`src/rtl/bcd_counter_n.sv`:
```
// bcd_counter_n
//
// Multi-digit decimal counter for the lab display path. Holds a DIGITS-wide
// packed BCD value that steps up or down once every PRESCALE enabled cycles.
// It supports synchronous clear and parallel load, and flags rollover. It also
// produces per-digit codes for the SevenSeg decoder, with optional
// leading-zero blanking.
//
// Ports:
//   clk          system clock, all state changes on the rising edge
//   reset_n      asynchronous active-low reset
//   en           counting enable, gates the prescaler
//   up           direction: 1 counts up, 0 counts down
//   clear        synchronous clear to zero (highest priority)
//   load         synchronous parallel load from load_bcd
//   load_bcd     packed BCD load value, digit 0 in bits [3:0]
//   lzb          leading-zero blanking enable
//   count_bcd    registered packed BCD count
//   digit_codes  SevenSeg NUM codes, digit i in bits [8i+7:8i]
//   step         one-cycle pulse when a count step was applied
//   wrap         one-cycle pulse on rollover (past all-9s or below zero)
//   load_err     one-cycle pulse when a load contained a non-BCD digit

module bcd_counter_n #(
    parameter int DIGITS   = 2,
    parameter int PRESCALE = 1
) (
    input  logic                clk,
    input  logic                reset_n,
    input  logic                en,
    input  logic                up,
    input  logic                clear,
    input  logic                load,
    input  logic [4*DIGITS-1:0] load_bcd,
    input  logic                lzb,
    output logic [4*DIGITS-1:0] count_bcd,
    output logic [8*DIGITS-1:0] digit_codes,
    output logic                step,
    output logic                wrap,
    output logic                load_err
);

    localparam int            PW         = (PRESCALE > 1) ? $clog2(PRESCALE) : 1;
    localparam logic [PW-1:0] PRE_LAST   = PW'(PRESCALE - 1);
    localparam logic [7:0]    BLANK_CODE = 8'd88;

    logic [PW-1:0]       pre;
    logic                tick;
    logic [4*DIGITS-1:0] count_next;
    logic                roll;
    logic [4*DIGITS-1:0] load_clean;
    logic                load_bad;

    // With PRESCALE=1 the prescaler stays at 0, so tick reduces to en.
    assign tick = en && (pre == PRE_LAST);

    // Digit-serial carry/borrow chain. The chain enters digit 0 set. It keeps
    // propagating only while digits wrap (9->0 going up, 0->9 going down).
    // If it leaves the top digit still set, the whole value rolled over.
    always_comb begin
        logic chain;
        count_next = count_bcd;
        chain      = 1'b1;
        for (int i = 0; i < DIGITS; i++) begin
            if (chain) begin
                if (up) begin
                    if (count_bcd[4*i +: 4] == 4'd9) begin
                        count_next[4*i +: 4] = 4'd0;
                    end else begin
                        count_next[4*i +: 4] = count_bcd[4*i +: 4] + 4'd1;
                        chain                = 1'b0;
                    end
                end else begin
                    if (count_bcd[4*i +: 4] == 4'd0) begin
                        count_next[4*i +: 4] = 4'd9;
                    end else begin
                        count_next[4*i +: 4] = count_bcd[4*i +: 4] - 4'd1;
                        chain                = 1'b0;
                    end
                end
            end
        end
        roll = chain;
    end

    // Non-BCD load digits are replaced by 0 and flagged, so no digit in the
    // count ever holds a value above 9.
    always_comb begin
        load_clean = '0;
        load_bad   = 1'b0;
        for (int i = 0; i < DIGITS; i++) begin
            if (load_bcd[4*i +: 4] > 4'd9) begin
                load_bad = 1'b1;
            end else begin
                load_clean[4*i +: 4] = load_bcd[4*i +: 4];
            end
        end
    end

    // Scan from the most significant digit downward. A digit is blanked while
    // it and every digit above it are zero. Digit 0 always shows.
    always_comb begin
        logic leading_zero;
        digit_codes  = '0;
        leading_zero = 1'b1;
        for (int i = DIGITS - 1; i >= 0; i--) begin
            leading_zero = leading_zero && (count_bcd[4*i +: 4] == 4'd0);
            if (lzb && (i != 0) && leading_zero) begin
                digit_codes[8*i +: 8] = BLANK_CODE;
            end else begin
                digit_codes[8*i +: 8] = {4'd0, count_bcd[4*i +: 4]};
            end
        end
    end

    // Priority is clear > load > tick > hold. Clear and load both restart the
    // prescaler, and a load discards a coincident tick. Pulses default low so
    // each one lasts exactly one cycle.
    always_ff @(posedge clk or negedge reset_n) begin
        if (!reset_n) begin
            count_bcd <= '0;
            pre       <= '0;
            step      <= 1'b0;
            wrap      <= 1'b0;
            load_err  <= 1'b0;
        end else begin
            step     <= 1'b0;
            wrap     <= 1'b0;
            load_err <= 1'b0;
            if (clear) begin
                count_bcd <= '0;
                pre       <= '0;
            end else if (load) begin
                count_bcd <= load_clean;
                pre       <= '0;
                load_err  <= load_bad;
            end else begin
                if (en) begin
                    pre <= tick ? '0 : pre + PW'(1);
                end
                if (tick) begin
                    count_bcd <= count_next;
                    step      <= 1'b1;
                    wrap      <= roll;
                end
            end
        end
    end

endmodule
```
`config.mk`:
```
export PLATFORM = sky130hd
export DESIGN_NAME = bcd_counter_n
export DESIGN_NICKNAME = d
export VERILOG_FILES = /design/src/rtl/bcd_counter_n.sv
export SDC_FILE = /design/constraint.sdc
export NUM_CORES = 1
export LEC_CHECK = 0
export CORE_MARGIN = 2
export CORE_UTILIZATION = 45
export DETAILED_ROUTE_END_ITERATION = 10
export PLACE_DENSITY = 0.89
export RECOVER_POWER = 50
export SYNTH_ARGS = -nofsm -noshare
export SYNTH_HDL_FRONTEND = slang
export SYNTH_SLANG_ARGS = --single-unit
```
`constraint.sdc`:
```
create_clock -name clk -period 1.9 [get_ports clk]
set_clock_uncertainty 0.1 [all_clocks]
set_input_delay 0.19 -clock clk [delete_from_list [all_inputs] [get_ports clk]]
set_output_delay 0.19 -clock clk [all_outputs]
set_load 0.005 [all_outputs]
```
==> impl_metrics.json, run 1 <==
{
  "final_hold_viol_count": 0,
  "wire_per_inst_um": 15.7,
  "async_reset_ff_share_pct": 100,
  "fin_area_um2": 1620,
  "crit_top_cell": "buf_4",
  "yosys_warnings": 0,
  "crit_chain": "inv_2, ha_4, nand2b_4, nor3b_4, buf_4, buf_4, buf_2",
  "min_period_ns": 1.86,
  "yosys.area_share.adder_pct": 4.32,
  "drtPass1Iterations": 4,
  "synth_cell_types": 54,
  "dpl-instance-area_um2": 1530,
  "cts_tree": "built",
  "synth_edf_count": 0,
  "yosys.area.top_type": "dfrtp_1",
  "rows": 18,
  "clock_latency_ns": 0.28,
  "antenna_found_initial": 0,
  "synth.avg_cell_area_um2": 8.52,
  "numCtsBuffers": 3,
  "grt_pass1_wl_mm": 5.15,
  "synth_area_leaders": "dfrtp_1, buf_4, ha_1, nand2_1, nand2b_1",
  "globalplace.congestion": 0.838,
  "n_antenna_cell": 0,
  "num_io_pins": 42,
  "synth_ff_type": "dfrtp_1",
  "drive_gt1_share_pct": 23.9,
  "die_x_um": 54.7,
  "critPathRequiredTime_ns": 1.61,
  "initial_core_util_pct": 47.2,
  "drt_iter0_drc": 46,
  "critPathMaxFanout": 3,
  "critPathSlowestCell": "dfrtp_1",
  "cts_max_path_buffers": 2,
  "synthTopCellsByCount": "dfrtp_1, buf_4, nand2_1",
  "leakagePower_nw": 0.699,
  "fin_tns_setup_ns": 0,
  "htree_num_levels": 1,
  "io_buffer_count": 35,
  "end_kind": "primary output",
  "die_h_um": 54.7,
  "syn-instance-count": 136,
  "synth_top_family_by_area": "simple AND/OR/NAND/NOR gates",
  "place_hpwl_mm": 2.41,
  "crit_type": "reg2out",
  "rrSetupSlack_ns": 0.07,
  "synth_compound_area_share_pct": 25.6,
  "finalSetupViolCount": 0,
  "yosysTopAreaCellShare_pct": 25.9,
  "vias": 1204,
  "vias_per_cell": 5.73,
  "die-area_um2": 3000,
  "synthMuxAreaShare_pct": 0.864,
  "path_clk_slew_ns": 0.08,
  "grt_pass1_vias": 1151,
  "finalWirelength_mm": 3.30,
  "synth_xor_area_share_pct": 1.51,
  "postCtsHoldBufs": 0,
  "max_freq_mhz": 537,
  "period_share_pct": 98.0,
  "min_path_type": "in2async",
  "critical_path.max_stage_delay_ns": 0.40,
  "ys_seq_elements": 12,
  "worstMarginPinSlew_ns": 0.610,
  "yosysMostFrequentCell": "dfrtp_1",
  "startpoint_type": "register",
  "clock_sinks": 12,
  "gr-total-overflow": 0,
  "grt_use_total_pct": 24.8,
  "yosysSeqAreaShare_pct": 25.9,
  "max-slew-margin-rel_pct": 59.2,
  "p_per_area_nw_per_um2": 489,
  "num-nets-final": 201,
  "yosys.area_share.simple_pct": 27.4,
  "grt_max_degree": 13,
  "root_buffer": "clkbuf_4",
  "irDropWorstVdd_v": 0.000328,
  "drv_cap": 0,
  "drv_slew": 0,
  "mappedNetlistArea_um2": 1160,
  "ant_nets": 0,
  "arrival_ns": 1.57,
  "syn2layout_area_growth_pct": 39.6,
  "drc_errors": 0,
  "outcome": "finished, final reports clean",
  "core_area_um2": 2450
}
==> placed cells by master, fill, tap and decap left out, types with 3 or more instances in the layout <==
cell type	instances
ha_1	3
clkdlybuf4s50_1	24
dlygate4sd3_1	6
nor3b_1	4
o21ai_1	3
nand3_1	3
nor3_1	3
a21oi_1	5
clkbuf_4	3
conb_1	6
a31oi_1	4
buf_4	19
o21ai_0	5
inv_1	3
dfrtp_1	11
nand2b_1	5
nor2_1	9
nand2_1	10
==> per-layer routing <==
layer	part of all wire [%]	track usage (%)
met5	0	0
met3	4.7	2.73
met2	52	44.4
met1	39	28.0
met4	3.3	14.2
==> path summary, 6_finish.rpt <==
path | startpoint | end | depth (start not counted)
min in group clk | load_bcd[0] | count_bcd[0] | 3
worst min-delay path | reset_n | count_bcd[7] | 1
worst max-delay path | count_bcd[4] | digit_codes[12] | 7
worst min register to register | pre | pre | 1
max in group asynchronous | reset_n | count_bcd[6] | 1
worst max register to register | count_bcd[4] | count_bcd[4] | 8
==> area by class of cell <==
class	instances	area (um2)
Clock buffer	3	22.5
Fill cell	196	837
Inverter	5	18.8
Multi-Input combinational cell	103	743
Sequential cell	12	302
Tap cell	30	37.5
Timing Repair Buffer	57	494
==> state kept, by name, summed over array words and instances, names as in the netlist <==
signal,cells
wrap,1
load_err,1
step,1
pre,1
count_bcd,8
==> worst max-delay path: cells and delay by family, from the launching register on <==
family / cells / cell delay (ns)
buffers and inverters: 4 / 0.44
adders and majority gates: 1 / 0.15
DFF: 1 / 0.40
and+or+nand+nor: 2 / 0.31
==> report_power, final <==
group	switching [mW]	internal [mW]	leakage (nW)
registers	0.0282	0.269	0.159
logic	0.148	0.184	0.525
clock network	0.0884	0.0736	0.0138
total	0.265	0.526	0.699
==> logic make-up after synthesis <==
group                      count (synthesis)
buffers and inverters                     26
and+or+nand+nor                           53
AOI/OAI and AO/OA                         37
xor gates and xnor gates                   2
DFF                                       12
adders and majority gates                  4
muxes                                      1
other                                      1
==> stage by stage <==
stage | setup WS (ns) | hold slack [ns] | utilization (%) | instances | power (mW)
final | 0.0376 | 0.255 | 65.9 | 210 | 0.791
after global routing | -0.0408 | 0.286 | 65.9 | 210 | 0.840
after CTS | -0.195 | 0.184 | 65.2 | 207 | 0.785
after detailed placement | -0.0863 | 0.464 | 62.2 | 199 | 0.599
after global placement | -0.00242 | 0.454 | 62.2 | 199 | 0.586
after floorplan | 0.188 | -0.206 | - | 141 | 0.466
==> timing repair <==
item | 4_1_cts | 5_1_grt
endpoints found under the setup margin | 5 | 8
setup buffers | 5 | 5
resized for setup | 16 | 9
pin swaps | 2 | 3
Power figures use the tool's default switching activity.
==> run 2: changes to the inputs <==
Settings changed: CELL_PAD_IN_SITES_DETAIL_PLACEMENT set to 0, CELL_PAD_IN_SITES_GLOBAL_PLACEMENT set to 2, CORE_UTILIZATION 45 to 32, DONT_BUFFER_PORTS set to 1, PLACE_DENSITY 0.89 to 0.83.
Clock period 1.9 ns to 1.5 ns, I/O delays scaled along.
==> run 2 against run 1 <==
The flow now finishes with violations (negative setup slack). Combinational power rose by 18%. Flip-flop and latch count did not move. Setup slack got worse by 0.17 ns. Sequential power rose by 25%. First-iteration DRC count fell by 22%. Power rose by 24%. Core utilization fell by 18 points. Critical path type unchanged.
==> impl_metrics.json, run 2 (synthesized netlist as in run 1, its figures left out) <==
{
  "outcome": "complete, but fails checks",
  "violations": "negative setup slack",
  "grt_pass1_wl_mm": 5.20,
  "antenna_found_initial": 0,
  "cts_tree": "built",
  "rsz0062_at_grt": "yes",
  "post-place-ws_ns": -0.0892,
  "irDropWorstVdd_v": 0.000350,
  "dpl-instance-area_um2": 1280,
  "worst_slack_ns": -0.135,
  "drtPass1Iterations": 4,
  "p_per_area_nw_per_um2": 604,
  "drive_gt1_share_pct": 40.0,
  "num_io_pins": 42,
  "regMostFlops": "count_bcd",
  "period_share_pct": 109,
  "clock_latency_ns": 0.28,
  "numCtsBuffers": 3,
  "whs_ns": 0.0109,
  "place_hpwl_mm": 2.21,
  "leakagePower_nw": 0.664,
  "p_int_uw": 651,
  "n_antenna_cell": 0,
  "path_clk_slew_ns": 0.09,
  "grt_max_degree": 16,
  "clock_sinks": 12,
  "arrival_ns": 1.39,
  "vias_per_cell": 5.13,
  "switching_share_pct": 33.5,
  "worstMarginPinSlew_ns": 0.566,
  "io_buffer_count": 0,
  "initial_core_util_pct": 33.9,
  "die-area_um2": 4120,
  "cts_max_path_buffers": 2,
  "grt_use_total_pct": 15.6,
  "p_switching_uw": 328,
  "htree_num_levels": 1,
  "layout_commonest_cell": "buf_4",
  "min_path_type": "in2reg",
  "wire_per_inst_um": 15.2,
  "sequentialPowerShare_pct": 38.0,
  "max_freq_mhz": 611,
  "core_area_um2": 3420,
  "fin_area_um2": 1620,
  "rrSetupSlack_ns": -0.11,
  "cp.buffers_inverters": 1,
  "final_cell_mix": "buf_4, nand2_1, dlygate4sd3_1",
  "fillers": 330,
  "root_buffer": "clkbuf_4",
  "critPathRequiredTime_ns": 1.25,
  "critical_path.max_stage_delay_ns": 0.39,
  "drv_slew": 0,
  "max-slew-margin-rel_pct": 62.1,
  "finalSetupViolCount": 10,
  "drc_errors": 0,
  "drv_cap": 0,
  "startpoint_type": "register",
  "ant_nets": 0,
  "min_period_ns": 1.64,
  "grt_pass1_vias": 1119,
  "crit_family": "simple AND/OR/NAND/NOR gates",
  "vias": 1083,
  "rows": 21,
  "crit_type": "reg2out",
  "globalplace.congestion": 0.800,
  "critPathMaxFanout": 4,
  "p_comb_share_pct": 40.0,
  "critPathSlowestCell": "dfrtp_1",
  "syn2layout_area_growth_pct": 39.8,
  "die_x_um": 64.2,
  "gr-total-overflow": 0,
  "die_h_um": 64.2,
  "finalWirelength_mm": 3.21,
  "final_hold_viol_count": 0,
  "num-nets-final": 185,
  "largest_reg_flops": 8,
  "clockPowerShare_pct": 22.1,
  "drt_iter0_drc": 36,
  "end_kind": "primary output",
  "crit_chain": "inv_2, ha_4, nand2b_4, nor3b_4, or2_2"
}
==> run 2: changes by cell type in the layout (fill, tap and decap cells not counted), sizes merged <==
cell / change
clkbuf: -3
clkdlybuf4s50: -24
dlymetal6s2s: -1
buf: +9
dlygate4sd3: +4
==> run 2: metal layers <==
metal	track usage [%]	vias up	part of all wire, %	wire, um
met5	0	-	0	0
met4	3.99	0	0.50	16
met3	2.64	2	3.7	118
met2	27.9	18	50	1620
met1	19.3	527	45	1450
li1	-	536	-	-
==> run 2: tightest hold or removal path, cell delays in order <==
cell       delay (ns)
nor2_1           0.02
nand2_1          0.09
a2111oi_4        0.07
==> run 2: cell type report <==
cell class	instances	area, um2	area share [%]
repair buffers	41	355	21.9
multi-input cells	103	856	52.8
flip-flops and latches	12	304	18.8
inverters	5	21.3	1.31
well taps	46	57.6	3.55
clock buffers	4	26.3	1.62
==> run 2: final timing paths <==
check	from	to	depth (start not counted)
max	count_bcd[5]	digit_codes[11]	5
min	load_bcd[1]	count_bcd[3]	3
max reg2reg	count_bcd[5]	count_bcd[7]	6
min reg2reg	pre	pre	1
max in group asynchronous	reset_n	count_bcd[6]	1
min in group asynchronous	reset_n	count_bcd[7]	1
==> run 2: metrics by stage <==
step	power (mW)	setup TNS, ns	instances	util [%]
after floorplan	0.596	-0.0520	141	-
after global placement	0.642	-0.205	189	37.5
after detailed placement	0.647	-0.222	189	37.5
after CTS	0.957	-0.603	209	45.7
after global routing	1.04	-1.75	211	47.4
final	0.979	-0.897	211	47.4
==> run 2: timing repair <==
action	CTS	global route
setup endpoints to repair	12	13
buffers inserted	7	2
hold buffers	9	1
hold endpoints to repair	21	1
resized for setup	24	9
pin swaps	10	9
==> run 2: power groups by stage <==
stage	registers, mW	logic (mW)	clock network, mW
detailed placement	0.373	0.274	0
finish	0.372	0.391	0.216
floorplan	0.367	0.229	0
global route	0.375	0.428	0.236
global placement	0.372	0.270	0
CTS	0.369	0.371	0.217
==> run 3: changes to the inputs <==
Settings changed: CTS_CLUSTER_DIAMETER set to 80.
==> results of run 3 <==
The final DEF is identical to that of run 2; final timing and power are the same.
